==> src/rtl/fetch_unit_if.sv <==
// Instruction-memory request/response bus between the fetch unit and memory.
// One request may be outstanding; imem_data is valid in the cycle imem_rdy=1.
interface fetch_unit_if;
    logic        imem_req;
    logic [31:0] imem_addr;
    logic        imem_rdy;
    logic [31:0] imem_data;

    modport master (
        output imem_req,
        output imem_addr,
        input  imem_rdy,
        input  imem_data
    );

    modport slave (
        input  imem_req,
        input  imem_addr,
        output imem_rdy,
        output imem_data
    );
endinterface

==> src/rtl/fetch_unit.sv <==
// Instruction fetch stage: issues one request at a time, delivers words to the IF/ID
// register, absorbs one word in a hold buffer during stalls, and redirects on branches.
// REDIR drains a stale in-flight request before fetching from the pending target.
module fetch_unit (
    input  logic         clk,
    input  logic         reset,
    input  logic         stall,
    input  logic         br_taken,
    input  logic [15:0]  br_target,
    fetch_unit_if.master imem,
    output logic [31:0]  ID_inst,
    output logic [31:0]  ID_pc,
    output logic         ID_valid
);

    typedef enum logic [0:0] {StRun, StRedir} state_e;

    state_e      r_state, w_state_d;
    logic [31:0] r_pc, w_pc_d;
    logic [31:0] r_hold_inst, w_hold_inst_d;
    logic [31:0] r_hold_pc, w_hold_pc_d;
    logic        r_hold_valid, w_hold_valid_d;
    logic [31:0] r_pending, w_pending_d;
    logic [31:0] r_id_inst, w_id_inst_d;
    logic [31:0] r_id_pc, w_id_pc_d;
    logic        r_id_valid, w_id_valid_d;

    logic        w_req;
    logic        w_accept;
    logic        w_branch;
    logic [31:0] w_target;
    logic [31:0] w_pc_inc;

    // A full hold buffer blocks new requests; the address is always the current pc,
    // which stays at the stale value throughout REDIR.
    assign w_req          = reset & ~r_hold_valid;
    assign w_accept       = w_req & imem.imem_rdy;
    assign w_branch       = br_taken & ~stall;
    assign w_target       = {16'h0000, br_target};
    assign w_pc_inc       = r_pc + 32'd4;
    assign imem.imem_req  = w_req;
    assign imem.imem_addr = r_pc;
    assign ID_inst        = r_id_inst;
    assign ID_pc          = r_id_pc;
    assign ID_valid       = r_id_valid;

    // Next-state logic: branch (when not stalled) beats stall, stall beats normal flow.
    always_comb begin
        w_state_d      = r_state;
        w_pc_d         = r_pc;
        w_hold_inst_d  = r_hold_inst;
        w_hold_pc_d    = r_hold_pc;
        w_hold_valid_d = r_hold_valid;
        w_pending_d    = r_pending;
        w_id_inst_d    = r_id_inst;
        w_id_pc_d      = r_id_pc;
        w_id_valid_d   = r_id_valid;

        unique case (r_state)
            StRun: begin
                if (w_branch) begin
                    w_id_valid_d   = 1'b0;
                    w_hold_valid_d = 1'b0;
                    if (w_accept || !w_req) begin
                        w_pc_d = w_target;
                    end else begin
                        // Request still in flight: its response must be dropped first.
                        w_pending_d = w_target;
                        w_state_d   = StRedir;
                    end
                end else if (stall) begin
                    if (w_accept) begin
                        w_hold_inst_d  = imem.imem_data;
                        w_hold_pc_d    = r_pc;
                        w_hold_valid_d = 1'b1;
                        w_pc_d         = w_pc_inc;
                    end
                end else if (r_hold_valid) begin
                    w_id_inst_d    = r_hold_inst;
                    w_id_pc_d      = r_hold_pc;
                    w_id_valid_d   = 1'b1;
                    w_hold_valid_d = 1'b0;
                end else if (w_accept) begin
                    w_id_inst_d  = imem.imem_data;
                    w_id_pc_d    = r_pc;
                    w_id_valid_d = 1'b1;
                    w_pc_d       = w_pc_inc;
                end else begin
                    w_id_valid_d = 1'b0;
                end
            end
            StRedir: begin
                if (!stall) begin
                    w_id_valid_d = 1'b0;
                end
                if (w_branch) begin
                    w_pending_d = w_target;
                end
                if (w_accept) begin
                    // Stale response is discarded; the latest target wins.
                    w_pc_d    = w_branch ? w_target : r_pending;
                    w_state_d = StRun;
                end
            end
            default: w_state_d = StRun;
        endcase
    end

    // State registers with synchronous active-low reset.
    always_ff @(posedge clk) begin
        if (!reset) begin
            r_state      <= StRun;
            r_pc         <= 32'h0;
            r_hold_inst  <= 32'h0;
            r_hold_pc    <= 32'h0;
            r_hold_valid <= 1'b0;
            r_pending    <= 32'h0;
            r_id_inst    <= 32'h0;
            r_id_pc      <= 32'h0;
            r_id_valid   <= 1'b0;
        end else begin
            r_state      <= w_state_d;
            r_pc         <= w_pc_d;
            r_hold_inst  <= w_hold_inst_d;
            r_hold_pc    <= w_hold_pc_d;
            r_hold_valid <= w_hold_valid_d;
            r_pending    <= w_pending_d;
            r_id_inst    <= w_id_inst_d;
            r_id_pc      <= w_id_pc_d;
            r_id_valid   <= w_id_valid_d;
        end
    end

endmodule

==> src/flat_wrapper.sv <==
// flat-port wrapper written by rule: the top's interface ports become plain ports
module fetch_unit_flat 
  (clk, reset, stall, br_taken, br_target, ID_inst, ID_pc, ID_valid, imem_imem_req, imem_imem_addr, imem_imem_rdy, imem_imem_data);
  fetch_unit_if imem_i ();
  input  logic clk;
  input  logic reset;
  input  logic stall;
  input  logic br_taken;
  input  logic [15:0] br_target;
  output logic [31:0] ID_inst;
  output logic [31:0] ID_pc;
  output logic ID_valid;
  output wire logic [$bits(imem_i.imem_req)-1:0] imem_imem_req;
  output wire logic [$bits(imem_i.imem_addr)-1:0] imem_imem_addr;
  input wire logic [$bits(imem_i.imem_rdy)-1:0] imem_imem_rdy;
  input wire logic [$bits(imem_i.imem_data)-1:0] imem_imem_data;
  assign imem_imem_req = imem_i.imem_req;
  assign imem_imem_addr = imem_i.imem_addr;
  assign imem_i.imem_rdy = imem_imem_rdy;
  assign imem_i.imem_data = imem_imem_data;
  fetch_unit u_core (.clk(clk), .reset(reset), .stall(stall), .br_taken(br_taken), .br_target(br_target), .imem(imem_i), .ID_inst(ID_inst), .ID_pc(ID_pc), .ID_valid(ID_valid));
endmodule
==> config.mk <==
export PLATFORM = sky130hd
export DESIGN_NAME = fetch_unit_flat
export DESIGN_NICKNAME = d
export VERILOG_FILES = /design/src/rtl/fetch_unit_if.sv /design/src/rtl/fetch_unit.sv /design/src/flat_wrapper.sv
export SDC_FILE = /design/constraint.sdc
export NUM_CORES = 1
export LEC_CHECK = 0
export BUFFER_PORTS_ARGS = -buffer_cell sky130_fd_sc_hd__buf_4
export CAP_MARGIN = 25
export CORE_MARGIN = 3
export CORE_UTILIZATION = 39
export CTS_CLUSTER_SIZE = 16
export DETAILED_ROUTE_END_ITERATION = 12
export GPL_TIMING_DRIVEN = 0
export PLACE_DENSITY = 0.58
export SLEW_MARGIN = 20
export SYNTH_ARGS = -nofsm -noshare
export SYNTH_HDL_FRONTEND = slang
export SYNTH_SLANG_ARGS = --single-unit
export TNS_END_PERCENT = 5
==> constraint.sdc <==
create_clock -name clk -period 2.2 [get_ports clk]
set_input_delay 0.44 -clock clk [delete_from_list [all_inputs] [get_ports clk]]
set_output_delay 0.44 -clock clk [all_outputs]
set_load 0.05 [all_outputs]
* After elaboration in Yosys (flattened, before gate mapping)
Index checks and enable logic that the tools add are counted.
** Operators by class
- Bitwise gates (word level) :: 7
- Add/sub/neg operators :: 1
- Equal/unequal tests :: 8
- Muxes and demuxes :: 28
- Reductions and logical operators :: 9
** Operators by type and width (number)
- $mux 32 :: 13
- $pmux 32 s2 :: 2
- $add 32x3->32 const B :: 1
- $mux 1 :: 11
- $reduce_and 4->1 :: 2
- $ne 2x2->1 const B :: 3
- $reduce_and 2->1 :: 3
- $ne 4x4->1 const B :: 1
- $not 1->1 :: 4
- $pmux 1 s2 :: 2
- $and 1x1->1 :: 3
- $ne 3x1->1 const B :: 1
- $ne 3x2->1 const B :: 1
- $ne 3x3->1 const B :: 1
- $reduce_and 3->1 :: 1
- $ne 2x1->1 const B :: 1
- $reduce_bool 2->1 :: 1
- $logic_not 1->1 :: 1
- $logic_or 1x1->1 :: 1
** Word-level totals
- Register bits :: 195
- Logic and storage cells :: 62
- Output and inout bits :: 98

* Logic depth before layout (Yosys ltp)
Gate-level depths: netlist of run 1.
- Depth in word-level cells :: 8
- Gate-level depth with buffers :: 8

* Worst setup path before layout of run 1
OpenSTA, ideal clock, no wires.
- Kind :: reg-to-reg
- From :: register u_core.r_pc[13] (netlist: u_core.imem.imem_addr[13])
- To :: register u_core.r_pc[30] (netlist: u_core.imem.imem_addr[30])
- Data required time :: 2.126 ns
- Data arrival time :: 2.403 ns
- Slack :: -0.278 ns
- Cell stages (with the launch flop) :: 8
- Library setup time :: 0.074 ns
- Period minus slack after synthesis :: 2.478 ns
- Path through :: dfxtp_1 -> buf_4 -> nand3_2 -> or4_1 -> buf_2 -> nor4_4 -> mux2_2 -> a31oi_1
** Between the ends
- Longest elaborated chain between the ends :: 6
** RTL lines
- start: declaration :: RTL line fetch_unit.sv:19 : logic [31:0] r_pc, w_pc_d;
- start signal: assignment :: RTL line fetch_unit.sv:123 : r_pc <= w_pc_d;
- $add 32x3->32 * :: RTL line fetch_unit.sv:40 : assign w_pc_inc = r_pc + 32'd4;
- $mux 32 * :: RTL line fetch_unit.sv:72, fetch_unit.sv:83
- $mux 32 :: RTL line fetch_unit.sv:78 : end else if (r_hold_valid) begin
- $mux 32 * :: RTL line fetch_unit.sv:71 : end else if (stall) begin
- $mux 32 * :: RTL line fetch_unit.sv:61 : if (w_branch) begin
- $pmux 32 s2 * :: RTL line fetch_unit.sv:59 : unique case (r_state)
Every way passes the cells marked *; elsewhere a longest branch is shown, timed or not. The select of a mux whose other input is x is not followed.
A chain may end at the register's enable or synchronous reset.

* Worst setup path after layout of run 1
Ends and elaborated chain as after synthesis.

==> impl_metrics.toml, run 1 <==
[flow_run]
cap_viol_max_count = 0

[cells_and_area]
fin_nets = 1207
fin_util_pct = 51.4
instances_no_fill = 1436
syn2layout_area_growth_pct = 27.1
layout-drive-gt1-share_pct = 21.5
final.fill_count = 2048
diodes = 0

[synth]
synth_top_cell_by_area = "dfxtp_1"
yosys.cell_types.count = 54
synth_cells = 982
synthesis.area_um2 = 8310
synth-edff-count = 0
ys_ff_latch = 195
yosys_warnings = 0
ys.flop_type = "dfxtp_1"
synth-async-reset-ratio_pct = 0
yosysSeqAreaShare_pct = 47.0
synthesis.nets = 1036
post-synth-top-area-fraction_pct = 47.0
synth_area_leaders = "dfxtp_1 (47%), mux2i_1 (10%), nand2_1 (7.9%), a211oi_1 (6.0%), a21oi_1 (5.5%)"
syn_area_per_cell_um2 = 8.46

[power_and_ir_drop]
power.internal_mw = 5.83
combPwrFrac_pct = 13.3
peakVddDrop_mv = 0.628
clockPowerShare_pct = 41.2
p_leak_nw = 4.01
p_sw_mw = 2.33
p_per_area_nw_per_um2 = 773
swShare_pct = 28.5
p_seq_share_pct = 45.5
power_mw = 8.16

[worst_setup_path]
r2r_cells = 7
cp.arrival_ns = 2.55
critPathRequiredTime_ns = 2.56
startpoint_type = "register"
worstPathCellList = "buf_6 -> nand3_4 -> or4_1 -> buf_2 -> nor4_4 -> mux2_2 -> a31oi_1"
timing.rr.end = "u_core.imem.imem_addr[30]"
reg2reg_from = "u_core.imem.imem_addr[13]"
worstSetupPathType = "reg2reg"
crit_slowest_cell = "or4_1"
worstSetupEndpointType = "register"
ff2ff_setup_slack_ns = 0.01
max_stage_delay_ns = 0.55
cp_top_family = "simple AND/OR/NAND/NOR gates"
worst-path-stages = 7
cp.buffers_inverters = 2
crit_fanout = 8

[clocking]
path_clk_slew_ns = 0.07
cts.sinks = 195
clock_latency_ns = 0.44
htree_levels = 4
cts_hold_buf = 0
cts_buffer_depth = 2
clock-root-buffer = "clkbuf_16"
cts_tree = "built"
cts_buffers = 17

[floorplan]
die-width_um = 152
ios = 151
initial_core_util_pct = 40.4
row_count = 52
die_y_um = 152
die_area_um2 = 23100
core_um2 = 20600

[hold_path]
hp-class = "in2reg"
whs_endpoint = "u_core.r_pending[13]"
min_from = "br_target[13]"
hold_depth = 3

[route]
wl_per_cell_um = 18.2
drt_iter0_markers = 624
postRouteAntennaNets = 0
drc_errors = 0
dr_total_vias = 7773
totalWireLength_um = 26100
drt_pass1_iterations = 5
vias_per_cell = 5.41

[grt]
overflow = 0
antenna_found_initial = 0
track_usage_pct = 21.8
grt_max_degree = 20
grt_pass1_vias = 7271
grt_pass1_wl_um = 40800

[timing]
tightest_slew_ns = 0.818
setup_ws_ns = 0.0137
max_clock_freq_mhz = 457
period_share_pct = 99.4
maxSlewViolCount = 0
clock_skew_ns = 0.0138
fin_crit_ns = 2.19
max_slew_margin_pct = 45.2
tns_ns = 0
rsz0062_at_grt = "yes"
setup_viol = 0
hold_violations = 0

[placement]
io_buffers = 149
dp_hpwl_um = 18800
dpl_worst_slack_ns = -0.525
gp_congestion = 0.895
dp_cells = 1401

[status]
status = "completed"
## layout make-up
class                      count  area [µm²]  share of cell area [%]
multi-input combinational    694        4120                    39.0
clock inverter                15         211                    2.00
timing repair buffer         152        1140                    10.8
sequential                   195        3920                    37.2
clock buffer                  17         425                    4.03
inverter                       6        22.5                   0.213
tap                          270         338                    3.20
buffer                        87         380                    3.60
## cells in the mapped netlist, drive strengths merged (2+ instances only)
library cell and n:
o31ai 3, buf 23, mux2i 85, or3 5, and3 25, nand2b 4, a22o 4, nor3 8
or4 3, nand4 10, nor4 10, a31oi 7, a32o 6, o311ai 4, nor2 104, o21a 3
nand2 174, a21oi 92, inv 6, a211oi 66, a21o 2, dfxtp 195, o211ai 11, clkbuf 64
nand4b 2, o22ai 5, nand3 26, o21ai 18, mux2 3
## through the flow
step | hold slack, ns | instance area, µm²
final | 0.247 | 10600
after global routing | 0.246 | 10600
after CTS | 0.236 | 10500
after detailed placement | 0.446 | 9780
after global placement | 0.441 | 9780
after floorplan | 0.436 | 8330
## per-layer routing
layer  up-vias  track usage, %  routed length (µm)
li1       3816               -                   -
met1      3655            31.1               12500
met2       265            33.2               11600
met3        37            3.33                1280
met4         0            8.69                 687
met5         -               0                   0
## worst max path at each step
stage	to	from
after floorplan	u_core.imem.imem_addr[30]	u_core.imem.imem_addr[13]
after global placement	u_core.ID_pc[28]	reset
after detailed placement	u_core.ID_pc[28]	reset
after CTS	u_core.imem.imem_addr[18]	u_core.imem.imem_addr[2]
after global routing	u_core.ID_pc[24]	u_core.r_hold_valid
final	u_core.imem.imem_addr[30]	u_core.imem.imem_addr[13]
## worst register-to-register path, stage by stage, from the launching register on
cell     delay, ns
dfxtp_2       0.34
buf_6         0.14
nand3_4       0.12
or4_1         0.55
buf_2         0.19
nor4_4        0.27
mux2_2        0.38
a31oi_1       0.12
## power groups by stage
stage	clock (mW)	combinational [mW]	sequential (mW)
CTS	3.41	1.08	3.71
finish	3.36	1.08	3.71
global placement	0	1.07	3.79
detailed placement	0	1.07	3.79
global route	3.56	1.16	3.72
floorplan	0	0.438	4.02
## logic make-up (layout without fill, tap and decap cells)
family                     Yosys count  after routing  share of synthesized area (%)
adders and majority gates            1              1                          0.151
AOI/OAI and AO/OA                  229            229                           17.7
buffers and inverters               93            277                           4.41
DFF                                195            195                           47.0
muxes                               88             88                           10.6
and+or+nand+nor                    376            376                           20.1
## repair_timing
action,CTS,global route
resized for setup,15,31
endpoints found under the setup margin,101,106
pin swaps,2,0
hold endpoints to repair,0,0
setup buffers,0,3
## placed cells by master (no fill, tap or decap), types with 5 or more instances in the layout
master       n
o211ai_1    11
a31oi_1      6
nor3_1       8
nand2_1    173
buf_4      152
mux2i_1     85
o21ai_0     16
nand3_1     23
clkbuf_2    18
nand4_1     10
inv_1        6
a21oi_1     92
dfxtp_2     16
a211oi_1    66
dfxtp_1    179
clkbuf_16   17
and3_1      25
a32o_1       5
buf_2        7
nor2_1     104
buf_1        9
inv_6        5
clkbuf_1    49
o22ai_1      5
## sequential cells by signal, summed over array words and instances (netlist names)
signal	cells
u_core.r_hold_valid	1
u_core.r_state	1
u_core.ID_valid	1
u_core.r_hold_inst	32
u_core.r_pending	32
u_core.imem.imem_addr	32
u_core.ID_pc	32
u_core.ID_inst	32
u_core.r_hold_pc	32
Power figures use the tool's default switching activity.
==> inputs of run 2 (changes only) <==
--- a/config.mk
+++ b/config.mk
@@ -12,7 +12,6 @@
 export CTS_CLUSTER_SIZE = 16
 export DETAILED_ROUTE_END_ITERATION = 12
 export GPL_TIMING_DRIVEN = 0
-export PLACE_DENSITY = 0.58
 export SLEW_MARGIN = 20
 export SYNTH_ARGS = -nofsm -noshare
 export SYNTH_HDL_FRONTEND = slang
==> run 2 against run 1 <==
The flow now finishes with violations (setup timing). Setup slack got worse by 0.023 ns. Largest cell class unchanged. Non-clock buffer count fell by 2. Sequential power barely moved. Sequential share of layout area rose by 0.25 points. Global-route usage rose by 0.18 points. Count of clock-buffer cells in the layout did not move. Cell count fell by 0.14%. Register-to-register slack got worse by 0.02 ns.
==> impl_metrics.toml, run 2 (same netlist as run 1, synthesis figures left out) <==
[hold_path]
min_from = "br_target[15]"
hp-class = "in2reg"
whs_endpoint = "u_core.r_pending[15]"
hold_depth = 3

[clocking]
cts_buffers = 17
cts_tree = "built"
clock_latency_ns = 0.44
cts_hold_buf = 0
cts_buffer_depth = 2
cts.sinks = 195
path_clk_slew_ns = 0.08
clock-root-buffer = "clkbuf_16"
htree_levels = 4

[route]
vias_per_cell = 5.40
dr_total_vias = 7737
drt_iter0_markers = 513
drc_errors = 0
drt_pass1_iterations = 5
totalWireLength_um = 26000
postRouteAntennaNets = 0
wl_per_cell_um = 18.2

[floorplan]
ios = 151
die_y_um = 152
core_um2 = 20600
row_count = 52
die_area_um2 = 23100
initial_core_util_pct = 40.4
die-width_um = 152

[timing]
tightest_slew_ns = 0.813
hold_violations = 0
max_slew_margin_pct = 45.6
fin_crit_ns = 2.21
max_clock_freq_mhz = 453
tns_ns = -0.00880
holdWs_ns = 0.238
setup_ws_ns = -0.00880
maxSlewViolCount = 0
period_share_pct = 100
rsz0062_at_grt = "yes"
clock_skew_ns = 0.00947
setup_viol = 1

[worst_setup_path]
critPathRequiredTime_ns = 2.50
reg2reg_from = "u_core.imem.imem_addr[13]"
crit_fanout = 8
cp.arrival_ns = 2.51
r2r_cells = 7
crit_start = "u_core.imem.imem_addr[13]"
ff2ff_setup_slack_ns = -0.009
startpoint_type = "register"
timing.rr.end = "u_core.imem.imem_addr[24]"
worstSetupEndpointType = "register"
worstSetupPathType = "reg2reg"

[cells_and_area]
syn2layout_area_growth_pct = 26.3
final.fill_count = 2064
mostFrequentLayoutCells = "dfxtp_1 (179), nand2_1 (173), buf_4 (152), nor2_1 (104), a21oi_1 (92)"
fin_nets = 1205
diodes = 0
layout_commonest_cell = "dfxtp_1"
fin_util_pct = 51.0
layout-drive-gt1-share_pct = 21.0
fin_area_um2 = 10500

[power_and_ir_drop]
swShare_pct = 30.2
p_seq_share_pct = 47.1
p_sw_mw = 2.38
clockPowerShare_pct = 39.2
combPwrFrac_pct = 13.7
p_per_area_nw_per_um2 = 751
power.internal_mw = 5.50
p_leak_nw = 3.97
peakVddDrop_mv = 0.537

[placement]
placed_area_um2 = 9780
io_buffers = 149
dp_hpwl_um = 18900
gp_congestion = 0.878

[grt]
grt_pass1_wl_um = 41300
overflow = 0
antenna_found_initial = 0
grt_max_degree = 21
grt_pass1_vias = 7307
track_usage_pct = 22.0

[status]
status = "finished, violations left"
violations = "setup timing"

[flow_run]
cap_viol_max_count = 0
[run 2: cell type report]
class                      count  area (µm²)  share of cell area (%)
timing repair buffer         151        1130                    10.8
clock buffer                  17         425                    4.05
buffer                        86         364                    3.47
tap                          270         338                    3.22
multi-input combinational    694        4130                    39.3
inverter                       6        22.5                   0.215
sequential                   195        3930                    37.4
clock inverter                15         159                    1.51
[run 2: layer usage]
metal | wire length, µm | GRT usage (%)
met5 | 0 | 0
met4 | 456 | 6.76
met3 | 1580 | 3.90
met2 | 11900 | 34.6
met1 | 12100 | 30.9
[run 2: repair_timing]
item,CTS,global route
setup endpoints to repair,98,132
setup buffers,0,2
pin swaps,2,0
resized for setup,15,21
[run 2: power by group through the flow]
stage | combinational (mW) | clock, mW | sequential (mW)
after floorplan | 0.438 | 0 | 4.02
after global placement | 1.06 | 0 | 3.79
after detailed placement | 1.07 | 0 | 3.79
after CTS | 1.08 | 3.14 | 3.71
after global routing | 1.16 | 3.26 | 3.72
final | 1.08 | 3.09 | 3.71
[run 2: worst max-delay path, stage by stage, from the launching register on]
cell,delay (ns)
dfxtp_2,0.34
buf_4,0.17
nand3_4,0.12
or4_1,0.52
buf_2,0.20
or3_4,0.42
o211ai_1,0.18
a31oi_1,0.11
[run 2: metrics by stage]
step	instances	setup slack [ns]	power [mW]
final	1434	-0.00880	7.88
after global routing	1434	-0.126	8.14
after detailed placement	1401	-0.502	4.86
after CTS	1433	-0.0713	7.92
after global placement	1401	-0.503	4.85
after floorplan	982	-0.0909	4.46
[run 2: worst max-delay path by stage]
stage                           endpoint  cells after the start
3_5_place_dp            u_core.ID_pc[27]                      7
2_1_floorplan  u_core.imem.imem_addr[30]                      7
4_1_cts        u_core.imem.imem_addr[18]                      6
6_report       u_core.imem.imem_addr[24]                      7
3_3_place_gp   u_core.imem.imem_addr[31]                      7
5_1_grt               u_core.ID_inst[16]                      7
==> inputs of run 3 (changes only) <==
--- a/config.mk
+++ b/config.mk
@@ -7,7 +7,6 @@
 export LEC_CHECK = 0
 export BUFFER_PORTS_ARGS = -buffer_cell sky130_fd_sc_hd__buf_4
 export CAP_MARGIN = 25
-export CORE_MARGIN = 3
 export CORE_UTILIZATION = 39
 export CTS_CLUSTER_SIZE = 16
 export DETAILED_ROUTE_END_ITERATION = 12
==> run 3 against run 2 <==
Largest cell class unchanged. The run now ends clean. Core utilization fell by 0.99 points. Critical endpoint is now u_core.imem.imem_addr[30]. Combinational power barely moved. Hold slack improved by 0.0070 ns. Largest power group unchanged. Design area barely moved. Global-route usage rose by 1.3 points. Setup slack improved by 0.017 ns. Sequential share of layout area barely moved. Die area fell by 5.2%.
==> impl_metrics.toml, run 3 (same netlist as run 1, synthesis figures left out) <==
[worst_setup_path]
critPathRequiredTime_ns = 2.56
cp.buffers_inverters = 2
startpoint_type = "register"
cp_top_family = "simple AND/OR/NAND/NOR gates"
worstSetupPathType = "reg2reg"
max_stage_delay_ns = 0.52
worstPathCellList = "buf_4 -> nand3_4 -> or4_1 -> buf_2 -> nor4_4 -> mux2_2 -> a31oi_1"
ff2ff_setup_slack_ns = 0.008
worstSetupEndpointType = "register"
crit_slowest_cell = "or4_1"
cp.arrival_ns = 2.55
crit_fanout = 8

[grt]
grt_pass1_wl_um = 39500
overflow = 0
track_usage_pct = 23.3
grt_max_degree = 20
antenna_found_initial = 0
grt_pass1_vias = 7129

[clocking]
cts_buffer_depth = 2
path_clk_slew_ns = 0.07
clock-root-buffer = "clkbuf_16"
cts_buffers = 17
cts_hold_buf = 0
cts.sinks = 195
cts_tree = "built"
clock_latency_ns = 0.44
htree_levels = 4

[timing]
fin_crit_ns = 2.19
holdWs_ns = 0.245
rsz0062_at_grt = "yes"
period_share_pct = 99.6
max_slew_margin_pct = 42.2
maxSlewViolCount = 0
setup_ws_ns = 0.00779
max_clock_freq_mhz = 456
setup_viol = 0
hold_violations = 0
tightest_slew_ns = 0.858
clock_skew_ns = 0.0106

[route]
drc_errors = 0
drt_iter0_markers = 623
vias_per_cell = 5.39
dr_total_vias = 7757
wl_per_cell_um = 17.7
postRouteAntennaNets = 0
totalWireLength_um = 25500
drt_pass1_iterations = 5

[hold_path]
hp-class = "in2reg"

[placement]
dp_hpwl_um = 18300
dpl_worst_slack_ns = -0.477
dp_cells = 1406
gp_congestion = 0.893
io_buffers = 149

[power_and_ir_drop]
p_per_area_nw_per_um2 = 757
power_mw = 7.94
p_leak_nw = 3.97
peakVddDrop_mv = 0.467

[cells_and_area]
syn2layout_area_growth_pct = 26.3
layout-drive-gt1-share_pct = 21.3
final.fill_count = 2115
fin_util_pct = 50.1
diodes = 0
fin_nets = 1204
instances_no_fill = 1438
mostFrequentLayoutCells = "dfxtp_1 (179), nand2_1 (173), buf_4 (151), nor2_1 (104), a21oi_1 (92)"
multi_input_area_um2 = 4110
layout_commonest_cell = "dfxtp_1"
register_area_um2 = 3920

[floorplan]
core_um2 = 21000
die_y_um = 148
row_count = 53
ios = 151
die_area_um2 = 21900
initial_core_util_pct = 39.6
die-width_um = 148

[status]
status = "completed"

[flow_run]
cap_viol_max_count = 0
-- run 3: cell types whose count changed in the layout (fill, tap and decap cells not counted), sizes merged --
cell,previous run,this run
inv,14,12
clkinvlp,1,2
buf,171,170
bufinv,0,1
-- run 3: metal layers --
layer	track usage [%]	wire [µm]
met4	9.02	635
met3	3.77	1540
met5	0	0
met1	32.2	11900
met2	36.3	11400
-- run 3: where the power goes --
group,switching (mW),total (mW),internal (mW)
clock network,1.54,3.15,1.62
logic,0.736,1.08,0.344
registers,0.0760,3.71,3.63
total,2.35,7.94,5.59
-- run 3: final cells by class --
type / count / area share, %
plain buffers: 86 / 3.51
clock buffers: 17 / 4.06
clock inverters: 15 / 1.61
inverters: 6 / 0.215
multi-input cells: 694 / 39.2
flip-flops and latches: 195 / 37.4
well taps: 275 / 3.28
repair buffers: 150 / 10.7
-- run 3: path summary, 6_finish.rpt --
path                                to                       from  depth (start not counted)
min reg2reg        u_core.r_hold_pc[5]        u_core.r_hold_pc[5]                          2
max reg2reg  u_core.imem.imem_addr[30]  u_core.imem.imem_addr[13]                          7
max          u_core.imem.imem_addr[30]  u_core.imem.imem_addr[13]                          7
min               u_core.r_pending[10]              br_target[10]                          3
-- run 3: stage by stage --
stage,cell area [µm²],TNS [ns]
after floorplan,8330,-0.262
after detailed placement,9790,-36.96
after global routing,10500,-0.590
after CTS,10400,-0.0787
final,10500,0
after global placement,9790,-38.05
-- run 3: worst reg2reg max path, stage by stage (launching register included) --
cell	delay, ns
dfxtp_2	0.33
buf_4	0.17
nand3_4	0.13
or4_1	0.52
buf_2	0.19
nor4_4	0.27
mux2_2	0.38
a31oi_1	0.12
-- run 3: what timing repair did --
item,CTS,global route
pin swaps,2,1
gates resized for setup,12,30
buffers inserted,0,1
setup endpoints to repair,97,145
